[src/rtl/axi_arb_pkg.sv]
// Shared types and constants for the AXI write-path arbiter.
// The address map lives here so the decoder and any future users agree on it.
package axi_arb_pkg;

  typedef enum logic [1:0] {IDLE, ADDR, DATA, RESP} state_t;

  localparam int NUM_MAP = 6;
  localparam int DEF_SLV = NUM_MAP;

  localparam logic [1:0] BRESP_OKAY   = 2'b00;
  localparam logic [1:0] BRESP_DECERR = 2'b11;

  // Index 0 is the rightmost element: S5 .. S0
  localparam logic [NUM_MAP-1:0][31:0] SLV_BASE = {
    32'h2000_0000, 32'h1001_0000, 32'h1002_0000,
    32'h0002_0000, 32'h0001_0000, 32'h0000_0000
  };
  localparam logic [NUM_MAP-1:0][31:0] SLV_LIMIT = {
    32'h201F_FFFF, 32'h1001_03FF, 32'h1002_03FF,
    32'h0002_FFFF, 32'h0001_FFFF, 32'h0000_3FFF
  };

endpackage

[src/rtl/axi_addr_decoder.sv]
// Combinational AWADDR -> one-hot slave select; MSB is the internal default slave,
// chosen whenever no mapped window matches.
module axi_addr_decoder
  import axi_arb_pkg::*;
#(
  parameter int ADDR_W  = 32,
  parameter int NUM_SLV = 6
) (
  input  logic [ADDR_W-1:0]  addr,
  output logic [NUM_SLV:0]   sel
);

  logic [NUM_SLV-1:0] hit;
  logic [ADDR_W-1:0]  off;

  // Offset compare: addresses below the base wrap to large values and miss.
  always_comb begin
    hit = '0;
    off = '0;
    for (int i = 0; i < NUM_SLV; i++) begin
      off = addr - ADDR_W'(SLV_BASE[i]);
      if (off <= ADDR_W'(SLV_LIMIT[i] - SLV_BASE[i])) hit[i] = 1'b1;
    end
  end

  assign sel = {(hit == '0), hit};

endmodule

[src/rtl/axi_write_arbiter.sv]
// Write-channel sequencer: round-robin AW arbitration between two masters, grant held
// through AW/W/B, select vectors for the W/B muxes and a DECERR default slave.
module axi_write_arbiter
  import axi_arb_pkg::*;
#(
  parameter int ADDR_W  = 32,
  parameter int LEN_W   = 4,
  parameter int NUM_SLV = 6
) (
  input  logic               clk,
  input  logic               rst,
  input  logic               AWVALID_M1,
  input  logic [ADDR_W-1:0]  AWADDR_M1,
  input  logic [LEN_W-1:0]   AWLEN_M1,
  input  logic               AWVALID_M2,
  input  logic [ADDR_W-1:0]  AWADDR_M2,
  input  logic [LEN_W-1:0]   AWLEN_M2,
  output logic               AWREADY_M1,
  output logic               AWREADY_M2,
  output logic [NUM_SLV-1:0] AWVALID_S,
  input  logic [NUM_SLV-1:0] AWREADY_S,
  input  logic               W_VALID,
  input  logic               W_READY,
  input  logic               W_LAST,
  input  logic [NUM_SLV-1:0] BVALID_S,
  input  logic               B_READY,
  output logic [1:0]         GRANT,
  output logic [NUM_SLV:0]   SLV_SEL,
  output logic               DEF_WREADY,
  output logic               DEF_BVALID,
  output logic [1:0]         DEF_BRESP,
  output logic               LEN_ERR
);

  state_t             state, state_nxt;
  logic [1:0]         grant;
  logic [NUM_SLV:0]   slv_sel, dec_sel;
  logic [LEN_W-1:0]   len, beat_cnt;
  logic               rr_m2, len_err;
  logic               req_any, pick_m2, gnt_awvalid, aw_ready_sel, def_sel;
  logic               aw_hs, w_hs, b_hs;
  logic [ADDR_W-1:0]  win_addr;
  logic [LEN_W-1:0]   win_len;

  // rr_m2 set means M2 wins a tie; it points at whoever was not granted last.
  assign req_any  = AWVALID_M1 | AWVALID_M2;
  assign pick_m2  = AWVALID_M2 & (~AWVALID_M1 | rr_m2);
  assign win_addr = pick_m2 ? AWADDR_M2 : AWADDR_M1;
  assign win_len  = pick_m2 ? AWLEN_M2  : AWLEN_M1;

  axi_addr_decoder #(.ADDR_W(ADDR_W), .NUM_SLV(NUM_SLV)) u_dec (
    .addr (win_addr),
    .sel  (dec_sel)
  );

  assign def_sel      = slv_sel[NUM_SLV];
  assign gnt_awvalid  = grant[0] ? AWVALID_M1 : AWVALID_M2;
  assign aw_ready_sel = def_sel | (|(AWREADY_S & slv_sel[NUM_SLV-1:0]));

  always_comb begin
    state_nxt  = state;
    AWVALID_S  = '0;
    AWREADY_M1 = 1'b0;
    AWREADY_M2 = 1'b0;
    DEF_WREADY = 1'b0;
    DEF_BVALID = 1'b0;
    DEF_BRESP  = BRESP_OKAY;
    aw_hs      = 1'b0;
    w_hs       = 1'b0;
    b_hs       = 1'b0;
    unique case (state)
      IDLE: if (req_any) state_nxt = ADDR;
      ADDR: begin
        AWVALID_S  = slv_sel[NUM_SLV-1:0] & {NUM_SLV{gnt_awvalid}};
        AWREADY_M1 = grant[0] & aw_ready_sel;
        AWREADY_M2 = grant[1] & aw_ready_sel;
        aw_hs      = gnt_awvalid & aw_ready_sel;
        if (aw_hs) state_nxt = DATA;
      end
      DATA: begin
        DEF_WREADY = def_sel;
        w_hs       = W_VALID & W_READY;
        if (w_hs && W_LAST) state_nxt = RESP;
      end
      RESP: begin
        DEF_BVALID = def_sel;
        DEF_BRESP  = def_sel ? BRESP_DECERR : BRESP_OKAY;
        b_hs       = B_READY & (def_sel | (|(BVALID_S & slv_sel[NUM_SLV-1:0])));
        if (b_hs) state_nxt = IDLE;
      end
      default: state_nxt = IDLE;
    endcase
  end

  always_ff @(posedge clk) begin
    if (rst) begin
      state    <= IDLE;
      grant    <= '0;
      slv_sel  <= '0;
      rr_m2    <= 1'b0;
      beat_cnt <= '0;
      len_err  <= 1'b0;
    end else begin
      state <= state_nxt;
      if (state == IDLE && req_any) begin
        grant   <= {pick_m2, ~pick_m2};
        slv_sel <= dec_sel;
      end
      if (aw_hs) beat_cnt <= len;
      if (w_hs) begin
        if (beat_cnt != '0) beat_cnt <= beat_cnt - 1'b1;
        // Early WLAST, or a further beat after the count ran out
        if (W_LAST ? (beat_cnt != '0) : (beat_cnt == '0)) len_err <= 1'b1;
      end
      if (b_hs) begin
        grant   <= '0;
        slv_sel <= '0;
        rr_m2   <= grant[0];
      end
    end
  end

  always_ff @(posedge clk) begin
    if (state == IDLE && req_any) len <= win_len;
  end

  assign GRANT   = grant;
  assign SLV_SEL = slv_sel;
  assign LEN_ERR = len_err;

endmodule

[config.mk]
export PLATFORM = sky130hd
export DESIGN_NAME = axi_write_arbiter
export DESIGN_NICKNAME = d
export VERILOG_FILES = /design/src/rtl/axi_arb_pkg.sv /design/src/rtl/axi_addr_decoder.sv /design/src/rtl/axi_write_arbiter.sv
export SDC_FILE = /design/constraint.sdc
export NUM_CORES = 1
export LEC_CHECK = 0
export CORE_AREA = 2 2 76 78
export CTS_CLUSTER_DIAMETER = 80
export CTS_CLUSTER_SIZE = 16
export DETAILED_ROUTE_END_ITERATION = 16
export DIE_AREA = 0 0 78 80
export PLACE_DENSITY = 0.8
export SYNTH_ARGS = -nofsm -noshare
export SYNTH_HDL_FRONTEND = slang
export SYNTH_SLANG_ARGS = --single-unit
[constraint.sdc]
create_clock -name clk -period 3.7 [get_ports clk]
set_clock_uncertainty 0.1 [all_clocks]
set_input_delay 0.37 -clock clk [delete_from_list [all_inputs] [get_ports clk]]
set_output_delay 0.37 -clock clk [all_outputs]
set_load 0.01 [all_outputs]
-- After elaboration in Yosys (flattened, before gate mapping)
Index checks and enable logic that the tools add are counted.
- word-level logic and storage cells: 80
- bits in registers: 21
- input bits: 92
- output and inout port bits: 22
- order comparisons: 6
- add/sub/neg operators: 6
- multiplexer cells: 28
- bitwise logic cells: 15
- equality and inequality tests: 7
- reduce and logical (&&, ||, !) cells: 11
- operators with widths (kind ; count):
    32-bit by 10-bit less-or-equal comparator with 1-bit output, second input constant ; 2
    32-bit by 16-bit less-or-equal comparator with 1-bit output, second input constant ; 2
    32-bit by 29-bit subtractor with 32-bit output, second input constant ; 2
    32-bit by 14-bit less-or-equal comparator with 1-bit output, second input constant ; 1
    32-bit by 21-bit less-or-equal comparator with 1-bit output, second input constant ; 1
    32-bit 2-to-1 mux ; 1
    32-bit by 17-bit subtractor with 32-bit output, second input constant ; 1
    32-bit by 18-bit subtractor with 32-bit output, second input constant ; 1
    32-bit by 30-bit subtractor with 32-bit output, second input constant ; 1
    6-bit bitwise AND ; 3
    4-bit 2-to-1 mux ; 4
    1-bit 2-to-1 mux ; 15
    2-bit 2-to-1 mux ; 6
    6-bit OR reduction ; 2
    2-bit != test, second input constant ; 4
    2-bit case mux with 4 select lines ; 1
    1-bit bitwise AND ; 6
    6-bit logical NOT ; 1
    6-bit 2-to-1 mux ; 1
    2-bit == test, second input constant ; 2
    4-bit logical NOT ; 1
    1-bit bitwise OR ; 4
    4-bit AND reduction ; 1
    4-bit nonzero test ; 1
    7 further kinds ; 9

-- Depth between registers and ports, before layout
Gate-level depths: netlist of the first run.
- depth in word-level cells: 8
- gate-level depth with buffers: 13
- mapped depth without buffers: 12

-- Cells and area by module
From an unflattened synthesis of the first run, not the netlist that was laid out.
- cells, all modules: 233
- area, all modules: 1994.4 µm²
- modules (own cells, without submodules) (module ; area each (µm²) ; cells each ; sequential area each (µm²) ; instances):
    axi_write_arbiter ; 1559.0 ; 169 ; 460.4 ; 1
    axi_addr_decoder ; 435.4 ; 64 ; 0.0 ; 1

-- Worst setup path before layout of the first run
No wires, ideal clock.
- kind: flip-flop to flip-flop
- from: reg rr_m2
- to: reg slv_sel[6], in the netlist SLV_SEL[6]
- path buffers: 2
- period minus slack after synthesis: 2.903 ns
- slack: 0.797 ns
- stages on the path, launching flop included: 12
- required time: 3.466 ns
- arrival time: 2.669 ns
- setup time: 0.134 ns
- cells stage by stage: dfxtp_1 -> nand2b_1 -> buf_2 -> nand2_1 -> clkbuf_1 -> mux2i_1 -> ha_1 -> o21a_4 -> a31oi_1 -> or3_1 -> a2111oi_0 -> o32ai_1
- cells in the longest elaborated chain, start to end: 7
- elaborated cells between the ends (all ways): 21
- those cells by class: 5 x add/sub; 6 x order compare; 7 x mux; 2 x bitwise; 1 x reduce/logical
- ends and longest elaborated chain (element ; RTL line ; text):
    start, declared ; axi_write_arbiter.sv:39 ; logic rr_m2, len_err;
    start signal, assigned ; axi_write_arbiter.sv:118 ; rr_m2 <= grant[0];
    1-bit bitwise OR * ; axi_write_arbiter.sv:47 ; assign pick_m2 = AWVALID_M2 & (~AWVALID_M1 | rr_m2);
    1-bit bitwise AND * ; axi_write_arbiter.sv:47 ;
    32-bit 2-to-1 mux * ; axi_write_arbiter.sv:48 ; assign win_addr = pick_m2 ? AWADDR_M2 : AWADDR_M1;
    32-bit by 17-bit subtractor with 32-bit output (tied with other cells) ; axi_addr_decoder.sv:21 ; off = addr - ADDR_W'(SLV_BASE[i]);
    32-bit by 16-bit less-or-equal comparator with 1-bit output (tied with other cells) ; axi_addr_decoder.sv:22 ; if (off <= ADDR_W'(SLV_LIMIT[i] - SLV_BASE[i])) hit[i] = 1'b1;
    1-bit 2-to-1 mux ; axi_addr_decoder.sv:22 ;
    6-bit logical NOT * ; axi_addr_decoder.sv:26 ; assign sel = {(hit == '0), hit};
    end signal, assigned ; axi_write_arbiter.sv:107 ; slv_sel <= dec_sel;
    end, declared ; axi_write_arbiter.sv:37 ; logic [NUM_SLV:0] slv_sel, dec_sel;
Mark *: on every way between the ends. The rest lies on a longest branch, timed or not.
A chain may end at the register's enable or synchronous reset.

-- Worst setup path after layout of the first run
- from: in AWVALID_M1
- to: reg slv_sel[6], in the netlist SLV_SEL[6]
- cells in the longest elaborated chain, start to end: 8
- elaborated cells between the ends (all ways): 24
- those cells by class: 5 x add/sub; 6 x order compare; 7 x mux; 4 x bitwise; 2 x reduce/logical
- ends and longest elaborated chain (element ; RTL line ; text):
    start, declared ; axi_write_arbiter.sv:12 ; input logic AWVALID_M1,
    1-bit inverter ; axi_write_arbiter.sv:47 ;
    1-bit bitwise OR ; axi_write_arbiter.sv:47 ;
    1-bit bitwise AND ; axi_write_arbiter.sv:47 ;
    32-bit 2-to-1 mux ; axi_write_arbiter.sv:48 ;
    32-bit by 17-bit subtractor with 32-bit output (tied with other cells) ; axi_addr_decoder.sv:21 ;
    32-bit by 16-bit less-or-equal comparator with 1-bit output (tied with other cells) ; axi_addr_decoder.sv:22 ;
    1-bit 2-to-1 mux ; axi_addr_decoder.sv:22 ;
    6-bit logical NOT ; axi_addr_decoder.sv:26 ;
Parallel ways exist; a longest one is shown, timed or not.

==> out/qor.csv, run 1 <==
stage;metric;value;unit
outcome;status;completed;
clock_tree;clock-sinks;21;
setup_path;crit_type;input pin to flip-flop;
finish;num-fill-cells;505;
setup_path;reg2regPathDepth;12;
power_and_ir_drop;p_per_area;300;nW/um^2
die;start_util;0.390;
power_and_ir_drop;seqPwrFrac;0.335;
logic_synthesis;synth-edff-count;4;
global_route;grt_pass1_vias;2384;
route;wl_per_cell;15.3;um
power_and_ir_drop;power_leakage;1.15;nW
finish;fin_util;0.585;
global_route;grt_max_degree;18;
logic_synthesis;avgSynthCellArea;7.78;sq um
logic_synthesis;muxShareOfSynthArea;0.0386;
global_route;grt-ovfl-total;0;
sta;post-route-period-util;0.893;
sta;fmax;303;MHz
logic_synthesis;synth_top_family_by_area;simple AND/OR/NAND/NOR gates;
clock_tree;cts_hold_buf;0;
place;dp.cells;429;
sta;maxSlewViolCount;0;
power_and_ir_drop;switchingPower;361;uW
setup_path;start_kind;input pin;
clock_tree;cts.reportedPaths.clkPinSlew;0.08;ns
global_route;top_usage_layer;met2;
finish;final_nets;461;
clock_tree;cts_tree;yes;
clock_tree;cts_inserted_buffers;3;
route;drt-vias-per-instance;5.74;
power_and_ir_drop;intPower;588;uW
setup_path;cp_max_fo;12;
route;drtIter0Drc;139;
place;detailed_place_hpwl;5460;um
die;fp.coreArea;5410;sq um
die;die_area;6240;sq um
sta;tightest_slew;0.663;ns
power_and_ir_drop;peakVddDrop;0.141;mV
logic_synthesis;synth_compound_area_frac;0.310;
logic_synthesis;yosys_warnings;0;
logic_synthesis;synth_simple_gate_area_share;0.329;
global_route;met3_usage;0.0339;
power_and_ir_drop;clkPwrFrac;0.160;
logic_synthesis;yosys-top-cells-count;26 x nand2_1, 24 x nor2_1, 17 x dfxtp_1;
route;finalWirelength;6620;um
clock_tree;clock_path_buffers;2;
global_route;grt_antenna_before_repair;0;
sta;period_minus_slack;3.31;ns
finish;final_cell_count_no_fill;433;
route;via_count;2485;
logic_synthesis;synth-async-reset-ratio;0;
route;ant_nets;0;
finish;seqCellArea;460;sq um
setup_path;cp.arrival;3.37;ns
finish;layout-drive-gt1-share;0.0637;
die;row_count;27;
die;dieWidth;78;um
logic_synthesis;yosysSeqAreaShare;0.218;
route;drc;0;
sta;setup_viol;0;
worst_hold_path;hold-path-cell-count;2;
die;io_pins;114;
logic_synthesis;synth.distinct_cells;67;
sta;fin_hold_ws;0.394;ns
logic_synthesis;synth-main-ff-cell;dfxtp_1;
logic_synthesis;synth_xor_area_frac;0.0166;
logic_synthesis;synth_top_area_cell;dfxtp_1;
power_and_ir_drop;sw_frac_of_total;0.380;
finish;area_growth;50.0;%
global_route;grt_usage;0.213;
finish;antennaDiodeCount;0;
sta;setup_ws;0.394;ns
die;chipHeight;80;um
logic_synthesis;yosysTopAreaCellShare;0.161;
place;place_congestion;0.909;
logic_synthesis;post_synth_fa_ha_maj_area_fraction;0.0415;
sta;setup_tns;0;ns
global_route;use_met1;0.245;
power_and_ir_drop;p_comb_frac;0.505;
logic_synthesis;syn-cell-area;2110;sq um
job;cap_violations;0;
worst_hold_path;hold_class;flip-flop to flip-flop;
clock_tree;root_buffer;clkbuf_8;
place;dp_worst_setup_slack;0.184;ns
clock_tree;cts_max_level;1;
global_route;met2_usage;0.391;
clock_tree;cts_resized;0;
logic_synthesis;synthCells;271;
place;io_buffers;93;
sta;slew_headroom;0.556;
global_route;grt_pass1_wl;10900;um
setup_path;cp.required;3.77;ns
logic_synthesis;ys_top_cells_by_area;dfxtp_1 16%, edfxtp_1 5.7%, nand2_1 4.6%;
clock_tree;clk_latency;0.26;ns
logic_synthesis;synth.most_common_cell;nand2_1;
logic_synthesis;ys_ff_latch;21;
route;drt_pass1_iterations;4;
clock_tree;post_cts_buffers;0;
logic_synthesis;syn_nets;370;
finish;multiInputGateArea;1550;sq um
sta;finalHoldViolCount;0;
sta;rsz0062_at_grt;false;
setup_path;end_kind;flip-flop;
==> final timing paths <==
kind	from	endpoint	slack, ns
setup / recovery	AWVALID_M1	SLV_SEL[6]$_SDFFE_PP0P_	0.39
hold / removal	LEN_ERR$_SDFFE_PP0P_	LEN_ERR$_SDFFE_PP0P_	0.39
setup reg to reg	rr_m2$_SDFFE_PP0P_	SLV_SEL[6]$_SDFFE_PP0P_	0.67
hold reg to reg	LEN_ERR$_SDFFE_PP0P_	LEN_ERR$_SDFFE_PP0P_	0.39
==> power by group through the flow <==
stage / Sequential, mW / Clock (mW) / Combinational, mW
final: 0.318 / 0.152 / 0.479
after detailed placement: 0.323 / 0 / 0.475
after global routing: 0.325 / 0.163 / 0.531
after CTS: 0.317 / 0.155 / 0.482
after global placement: 0.320 / 0 / 0.467
after floorplan: 0.318 / 0 / 0.280
==> stage by stage <==
step	power (mW)	cell area [sq um]
after floorplan	0.597	2110
after global placement	0.787	3110
after detailed placement	0.798	3110
after CTS	0.954	3160
after global routing	1.02	3160
final	0.949	3160
==> state kept, by name, indices dropped and copies added (netlist names) <==
signal    count
SLV_SEL       7
beat_cnt      4
len           4
GRANT         2
state         2
LEN_ERR       1
rr_m2         1
==> logic make-up (layout without fill, tap and decap cells) <==
family	after synthesis	count (layout)
AO/OA/AOI/OAI	82	82
buffers and inverters	23	113
multiplexers	8	8
flip-flops	21	21
adder cells (fa/ha/maj)	7	7
AND/OR/NAND/NOR	126	126
XOR/XNOR	4	4
==> cell usage in the layout, fill, tap and decap left out, types with 3 or more instances in the layout <==
cell type        instances
a211oi_1                 8
a21boi_1                 3
a21oi_1                 13
a222oi_1                 3
a22oi_1                  6
a311oi_1                 4
a31oi_1                  4
and2_1                  11
and3_1                   8
buf_4                    6
clkbuf_8                 3
clkdlybuf4s50_1         93
dfxtp_1                 17
edfxtp_1                 4
ha_1                     7
inv_1                    8
mux2i_1                  7
nand2_1                 26
nand2b_1                 8
nand3_1                 13
nor2_1                  24
nor2b_1                  4
nor3_1                   8
nor4_1                   6
nor4b_1                  6
o21ai_0                  6
o31ai_1                  3
==> routing by layer <==
layer,wire length [um],vias to the layer above
met5,0,-
met4,124,0
met3,374,10
met2,3280,95
met1,2840,1150
li1,-,1230
==> final cells by class <==
type,instances,share of cell area
clock buffers,3,0.0131
multi-input cells,227,0.490
clock inverters,1,0.00237
inverters,10,0.0119
repair buffers,99,0.309
well taps,72,0.0285
flip-flops and latches,21,0.146
==> critical path: stages <==
cell	delay (ns)
clkdlybuf4s50_1	0.56
nand2b_1	0.12
nand2_1	0.13
mux2_2	0.40
inv_1	0.19
ha_1	0.42
nand2b_1	0.09
a22oi_1	0.17
a211oi_1	0.06
a41o_1	0.30
a211oi_1	0.18
o31ai_1	0.10
o32ai_1	0.27
No activity file was read; power rests on OpenSTA's default activity.
==> inputs of run 2 (changes only) <==
--- a/config.mk
+++ b/config.mk
@@ -5,11 +5,11 @@
 export SDC_FILE = /design/constraint.sdc
 export NUM_CORES = 1
 export LEC_CHECK = 0
-export CORE_AREA = 2 2 76 78
+export CORE_AREA = 2 2 73 82
 export CTS_CLUSTER_DIAMETER = 80
 export CTS_CLUSTER_SIZE = 16
 export DETAILED_ROUTE_END_ITERATION = 16
-export DIE_AREA = 0 0 78 80
+export DIE_AREA = 0 0 75 84
 export PLACE_DENSITY = 0.8
 export SYNTH_ARGS = -nofsm -noshare
 export SYNTH_HDL_FRONTEND = slang
==> out/qor.csv, run 2 (same netlist as run 1, synthesis figures left out) <==
stage;metric;value;unit;change
sta;setup_tns;0;ns;unchanged
route;drt-vias-per-instance;5.74;;about the same
finish;final_cell_mix;93 x clkdlybuf4s50_1, 26 x nand2_1, 24 x nor2_1;;
route;finalWirelength;6900;um;+4.2%
setup_path;reg2regPathDepth;12;;unchanged
global_route;grt_pass1_wl;11300;um;+3.9%
setup_path;slowest_delay;0.54;ns;-0.02 ns
clock_tree;cts_resized;0;;unchanged
die;start_util;0.380;;-0.0103
worst_hold_path;hold_class;flip-flop to flip-flop;;
finish;layout-drive-gt1-share;0.0609;;-0.00277
power_and_ir_drop;p_per_area;300;nW/um^2;-0.11%
sta;period_minus_slack;3.25;ns;-0.0581 ns
setup_path;start_kind;input pin;;
finish;final_cell_count_no_fill;438;;+1.2%
sta;finalHoldViolCount;0;;unchanged
finish;fin_util;0.570;;-0.0150
finish;final_common_cell;clkdlybuf4s50_1;;
clock_tree;clock_path_buffers;2;;unchanged
die;fp.coreArea;5550;sq um;+2.7%
clock_tree;cts_hold_buf;0;;unchanged
sta;tightest_slew;0.728;ns;+0.0646 ns
clock_tree;root_buffer;clkbuf_8;;
clock_tree;post_cts_buffers;0;;unchanged
worst_hold_path;hold-path-cell-count;2;;unchanged
global_route;grt-ovfl-total;0;;unchanged
clock_tree;cts_max_level;1;;unchanged
sta;post-route-period-util;0.878;;-0.0157
setup_path;cp_max_fo;12;;unchanged
finish;final_nets;461;;unchanged
finish;largest_reg_flops;7;;unchanged
die;io_pins;114;;unchanged
die;die_area;6300;sq um;+0.96%
route;ant_nets;0;;unchanged
sta;setup_viol;0;;unchanged
power_and_ir_drop;power_leakage;1.15;nW;about the same
power_and_ir_drop;peakVddDrop;0.154;mV;+9.3%
clock_tree;clk_latency;0.26;ns;about the same
sta;slew_headroom;0.510;;-0.0466
outcome;status;completed;;
job;cap_violations;0;;unchanged
place;detailed_place_hpwl;5700;um;+4.4%
route;drt_pass1_iterations;4;;unchanged
clock_tree;cts_inserted_buffers;3;;unchanged
finish;antennaDiodeCount;0;;unchanged
place;dp.cells;434;;+1.2%
place;place_congestion;0.933;;+2.7%
setup_path;cp.required;3.76;ns;about the same
die;dieWidth;75;um;-3.8%
setup_path;r2r_slack;0.72;ns;+0.05 ns
clock_tree;clock-sinks;21;;unchanged
setup_path;critPathSlowestCell;clkdlybuf4s50_1;;
finish;area_growth;50.1;%;about the same
setup_path;end_kind;flip-flop;;
setup_path;cp_cell_sequence;clkdlybuf4s50_1, nand2b_1, nand2_1, mux2_2, inv_1, ha_1, nand2b_1, a22oi_1, a211oi_1, a41o_1, a211oi_1, o31ai_1, o32ai_1;;
sta;maxSlewViolCount;0;;unchanged
global_route;grt_pass1_vias;2484;;+4.2%
place;io_buffers;93;;unchanged
global_route;grt_max_degree;18;;unchanged
route;drc;0;;unchanged
die;chipHeight;84;um;+5.0%
route;via_count;2514;;+1.2%
route;drtIter0Drc;124;;-11%
sta;rsz0062_at_grt;false;;
global_route;grt_usage;0.226;;+0.0131
clock_tree;cts_tree;yes;;
global_route;grt_antenna_before_repair;0;;unchanged
route;wl_per_cell;15.8;um;+3.1%
setup_path;cp.arrival;3.31;ns;-0.06 ns
die;row_count;29;;+7.4%
setup_path;crit_type;input pin to flip-flop;;
sta;fmax;308;MHz;+1.8%
clock_tree;cts.reportedPaths.clkPinSlew;0.07;ns;about the same
[run 2: cell types whose count changed in the layout (fill, tap and decap cells not counted), sizes merged]
| cell | delta |
|---|---|
| clkbuf | +1 |
| clkinvlp | -1 |
[run 2: final timing paths]
path / startpoint / endpoint
setup / recovery: AWVALID_M1 / SLV_SEL[6]$_SDFFE_PP0P_
hold / removal: LEN_ERR$_SDFFE_PP0P_ / LEN_ERR$_SDFFE_PP0P_
setup reg to reg: rr_m2$_SDFFE_PP0P_ / SLV_SEL[6]$_SDFFE_PP0P_
hold reg to reg: LEN_ERR$_SDFFE_PP0P_ / LEN_ERR$_SDFFE_PP0P_
[run 2: worst max-delay path, delay by kind of cell]
kind / cells / cell delay [ns]
buffers and inverters: 2 / 0.71
adder cells (fa/ha/maj): 1 / 0.40
multiplexers: 1 / 0.39
AO/OA/AOI/OAI: 6 / 1.13
AND/OR/NAND/NOR: 3 / 0.31
[run 2: report_power, final]
| group | switching (mW) | total [mW] | internal (mW) |
|---|---|---|---|
| combinational | 0.252 | 0.484 | 0.232 |
| clock | 0.0695 | 0.146 | 0.0767 |
| sequential | 0.0386 | 0.319 | 0.280 |
[run 2: metrics by stage]
stage	power, mW	worst slack, ns	hold WS [ns]	cell area, sq um
6_report	0.949	0.452	0.372	3170
4_1_cts	0.953	0.460	0.378	3170
2_1_floorplan	0.597	0.797	0.345	2110
3_3_place_gp	0.789	0.302	0.353	3120
3_5_place_dp	0.805	0.217	0.360	3120
5_1_grt	1.02	0.148	0.405	3170
[run 2: cell type report]
class | instances | area (sq um)
fillers | 517 | 2390
multi-input cells | 227 | 1550
repair buffers | 99 | 976
flip-flops and latches | 21 | 460
well taps | 77 | 96.3
clock buffers | 4 | 45.0
inverters | 10 | 37.5
[run 2: routing by layer]
metal | wire length, um | track usage | vias to the layer above
met3 | 552 | 0.0302 | 17
met4 | 211 | 0.0828 | 0
met2 | 3330 | 0.391 | 120
met1 | 2810 | 0.275 | 1148
li1 | - | - | 1229
met5 | 0 | 0 | -
==> inputs of run 3 (changes only) <==
--- a/config.mk
+++ b/config.mk
@@ -5,12 +5,12 @@
 export SDC_FILE = /design/constraint.sdc
 export NUM_CORES = 1
 export LEC_CHECK = 0
-export CORE_AREA = 2 2 73 82
+export CORE_AREA = 2 2 76 86
 export CTS_CLUSTER_DIAMETER = 80
 export CTS_CLUSTER_SIZE = 16
 export DETAILED_ROUTE_END_ITERATION = 16
-export DIE_AREA = 0 0 75 84
-export PLACE_DENSITY = 0.8
+export DIE_AREA = 0 0 78 88
+export PLACE_DENSITY = 0.76
 export SYNTH_ARGS = -nofsm -noshare
 export SYNTH_HDL_FRONTEND = slang
 export SYNTH_SLANG_ARGS = --single-unit
==> constraint.sdc (replaced) <==
create_clock -name clk -period 2.75 [get_ports clk]
set_clock_uncertainty 0.1 [all_clocks]
set_input_delay 0.275 -clock clk [delete_from_list [all_inputs] [get_ports clk]]
set_output_delay 0.275 -clock clk [all_outputs]
set_load 0.01 [all_outputs]
==> out/qor.csv, run 3 (same netlist as run 1, synthesis figures left out) <==
stage;metric;value;unit;change
clock_tree;cts.reportedPaths.clkPinSlew;0.07;ns;about the same
clock_tree;cts_hold_buf;0;;unchanged
setup_path;cp.required;2.80;ns;-0.96 ns
clock_tree;clock-sinks;21;;unchanged
finish;fin_util;0.620;;+0.0500
route;drt-vias-per-instance;5.60;;-2.4%
finish;antennaDiodeCount;0;;unchanged
setup_path;cp_num_cells;12;;-1
setup_path;cp_max_fo;4;;-8
die;dieWidth;78;um;+4.0%
route;drt_pass1_iterations;4;;unchanged
setup_path;r2r_end;SLV_SEL[2]$_SDFFE_PP0P_;;
power_and_ir_drop;peakVddDrop;0.189;mV;+23%
setup_path;cp.arrival;2.75;ns;-0.56 ns
setup_path;critPathSlowestCell;clkdlybuf4s50_1;;
setup_path;start_kind;input pin;;
sta;setup_viol;0;;unchanged
place;placed_area;3430;sq um;+10%
sta;post-route-period-util;0.980;;
route;wl_per_cell;15.8;um;+0.42%
setup_path;cp_cell_sequence;clkdlybuf4s50_1, or4_4, a211oi_4, buf_4, o21a_4, buf_4, buf_4, a22oi_2, o311ai_2, buf_4, a2111oi_4, o21ba_1;;
clock_tree;root_buffer;clkbuf_8;;
route;via_count;2733;;+8.7%
setup_path;slowest_delay;0.45;ns;-0.09 ns
sta;tightest_slew;0.594;ns;-0.134 ns
clock_tree;cts_tree;yes;;
sta;period_minus_slack;2.70;ns;
die;fp.coreArea;6010;sq um;+8.2%
power_and_ir_drop;power_leakage;1.45;nW;+26%
clock_tree;cts_inserted_buffers;3;;unchanged
route;drtIter0Drc;188;;+52%
die;row_count;30;;+3.4%
setup_path;crit_path_end;SLV_SEL[2]$_SDFFE_PP0P_;;
global_route;grt_pass1_vias;2629;;+5.8%
global_route;use_met1;0.254;;-0.0216
route;ant_nets;0;;unchanged
global_route;grt-ovfl-total;0;;unchanged
die;io_pins;114;;unchanged
power_and_ir_drop;total_power;1.37;mW;+45%
finish;final_nets;508;;+10%
global_route;grt_usage;0.214;;-0.0117
global_route;top_usage_layer;met2;;
place;io_buffers;93;;unchanged
setup_path;r2r_start;rr_m2$_SDFFE_PP0P_;;
setup_path;r2r_slack;0.16;ns;-0.56 ns
setup_path;critPathBufInv;5;;+3
sta;maxSlewViolCount;0;;unchanged
worst_hold_path;hold_class;flip-flop to flip-flop;;
clock_tree;clock_path_buffers;2;;unchanged
place;dp.cells;478;;+10%
sta;fmax;371;MHz;
sta;slew_headroom;0.600;;+0.0900
finish;area_growth;76.7;%;
setup_path;end_kind;flip-flop;;
finish;layout-drive-gt1-share;0.243;;+0.182
global_route;grt_pass1_wl;12000;um;+6.0%
global_route;met2_usage;0.391;;about the same
global_route;grt_max_degree;18;;unchanged
job;cap_violations;0;;unchanged
setup_path;worst_path_most_repeated_cell;buf_4;;
finish;final_cell_count_no_fill;488;;+11%
die;die_area;6860;sq um;+9.0%
place;place_congestion;0.938;;+0.56%
outcome;status;completed;;
die;start_util;0.351;;-0.0287
global_route;met3_usage;0.0309;;+0.000735
route;finalWirelength;7720;um;+12%
clock_tree;cts_max_level;1;;unchanged
clock_tree;clk_latency;0.26;ns;about the same
finish;largest_reg_flops;7;;unchanged
route;drc;0;;unchanged
finish;final_common_cell;clkdlybuf4s50_1;;
power_and_ir_drop;p_per_area;368;nW/um^2;+23%
place;detailed_place_hpwl;6060;um;+6.4%
setup_path;crit_type;input pin to flip-flop;;
die;chipHeight;88;um;+4.8%
sta;finalHoldViolCount;0;;unchanged
setup_path;crit_path_start;AWADDR_M1[19];;
setup_path;reg2regPathDepth;12;;unchanged
finish;post-route-cell-area;3720;sq um;+18%
finish;final_cell_mix;86 x clkdlybuf4s50_1, 52 x buf_4, 25 x nand2_1;;
global_route;grt_antenna_before_repair;0;;unchanged
setup_path;critPathTopFamily;buffers and inverters;;
[run 3: cell types whose count changed in the layout (fill, tap and decap cells not counted), sizes merged]
| cell | previous run | this run |
|---|---|---|
| dlymetal6s2s | 0 | 1 |
| buf | 6 | 53 |
| dlygate4sd2 | 0 | 6 |
| clkdlybuf4s50 | 93 | 86 |
[run 3: metrics by stage]
| stage | hold WS, ns | TNS (ns) | setup WS [ns] |
|---|---|---|---|
| 2_1_floorplan | 0.345 | 0 | 0.00750 |
| 3_3_place_gp | 0.350 | -1.63 | -0.335 |
| 3_5_place_dp | 0.356 | -1.70 | -0.367 |
| 4_1_cts | 0.376 | -0.0120 | -0.0120 |
| 5_1_grt | 0.426 | -0.0293 | -0.0293 |
| 6_report | 0.368 | 0 | 0.0543 |
[run 3: layout make-up]
| type | instances | area (sq um) |
|---|---|---|
| tap | 80 | 100 |
| timing repair buffer | 146 | 1330 |
| sequential | 21 | 460 |
| fill | 518 | 2280 |
| inverter | 10 | 37.5 |
| multi-input combinational | 227 | 1750 |
| clock buffer | 4 | 45.0 |
[run 3: worst min-delay path by stage]
stage | startpoint | end | slack (ns) | cells after the start
6_report | LEN_ERR$_SDFFE_PP0P_ | LEN_ERR$_SDFFE_PP0P_ | 0.37 | 2
5_1_grt | LEN_ERR$_SDFFE_PP0P_ | LEN_ERR$_SDFFE_PP0P_ | 0.43 | 2
4_1_cts | LEN_ERR$_SDFFE_PP0P_ | LEN_ERR$_SDFFE_PP0P_ | 0.38 | 2
3_5_place_dp | LEN_ERR$_SDFFE_PP0P_ | LEN_ERR$_SDFFE_PP0P_ | 0.36 | 2
3_3_place_gp | LEN_ERR$_SDFFE_PP0P_ | LEN_ERR$_SDFFE_PP0P_ | 0.35 | 2
2_1_floorplan | rr_m2$_SDFFE_PP0P_ | rr_m2$_SDFFE_PP0P_ | 0.34 | 2
[run 3: tightest hold or removal path, stage by stage (launching register included)]
cell,delay [ns]
dfxtp_1,0.33
a21oi_1,0.04
nor2_1,0.07
[run 3: what timing repair did]
item	4_1_cts	5_1_grt
pin swaps	11	13
resized for setup	19	27
setup endpoints to repair	4	5
buffers inserted	1	5
[run 3: power by group]
| part | total, mW | leakage, nW | internal (mW) | switching [mW] |
|---|---|---|---|---|
| combinational | 0.749 | 1.25 | 0.370 | 0.379 |
| sequential | 0.426 | 0.178 | 0.377 | 0.0490 |
| clock | 0.198 | 0.0228 | 0.103 | 0.0944 |
[run 3: routing by layer]
| layer | vias to the layer above | share of wire |
|---|---|---|
| met1 | 1278 | 0.42 |
| met4 | 0 | 0.029 |
| li1 | 1319 | - |
| met5 | - | 0 |
| met3 | 17 | 0.064 |
| met2 | 119 | 0.49 |
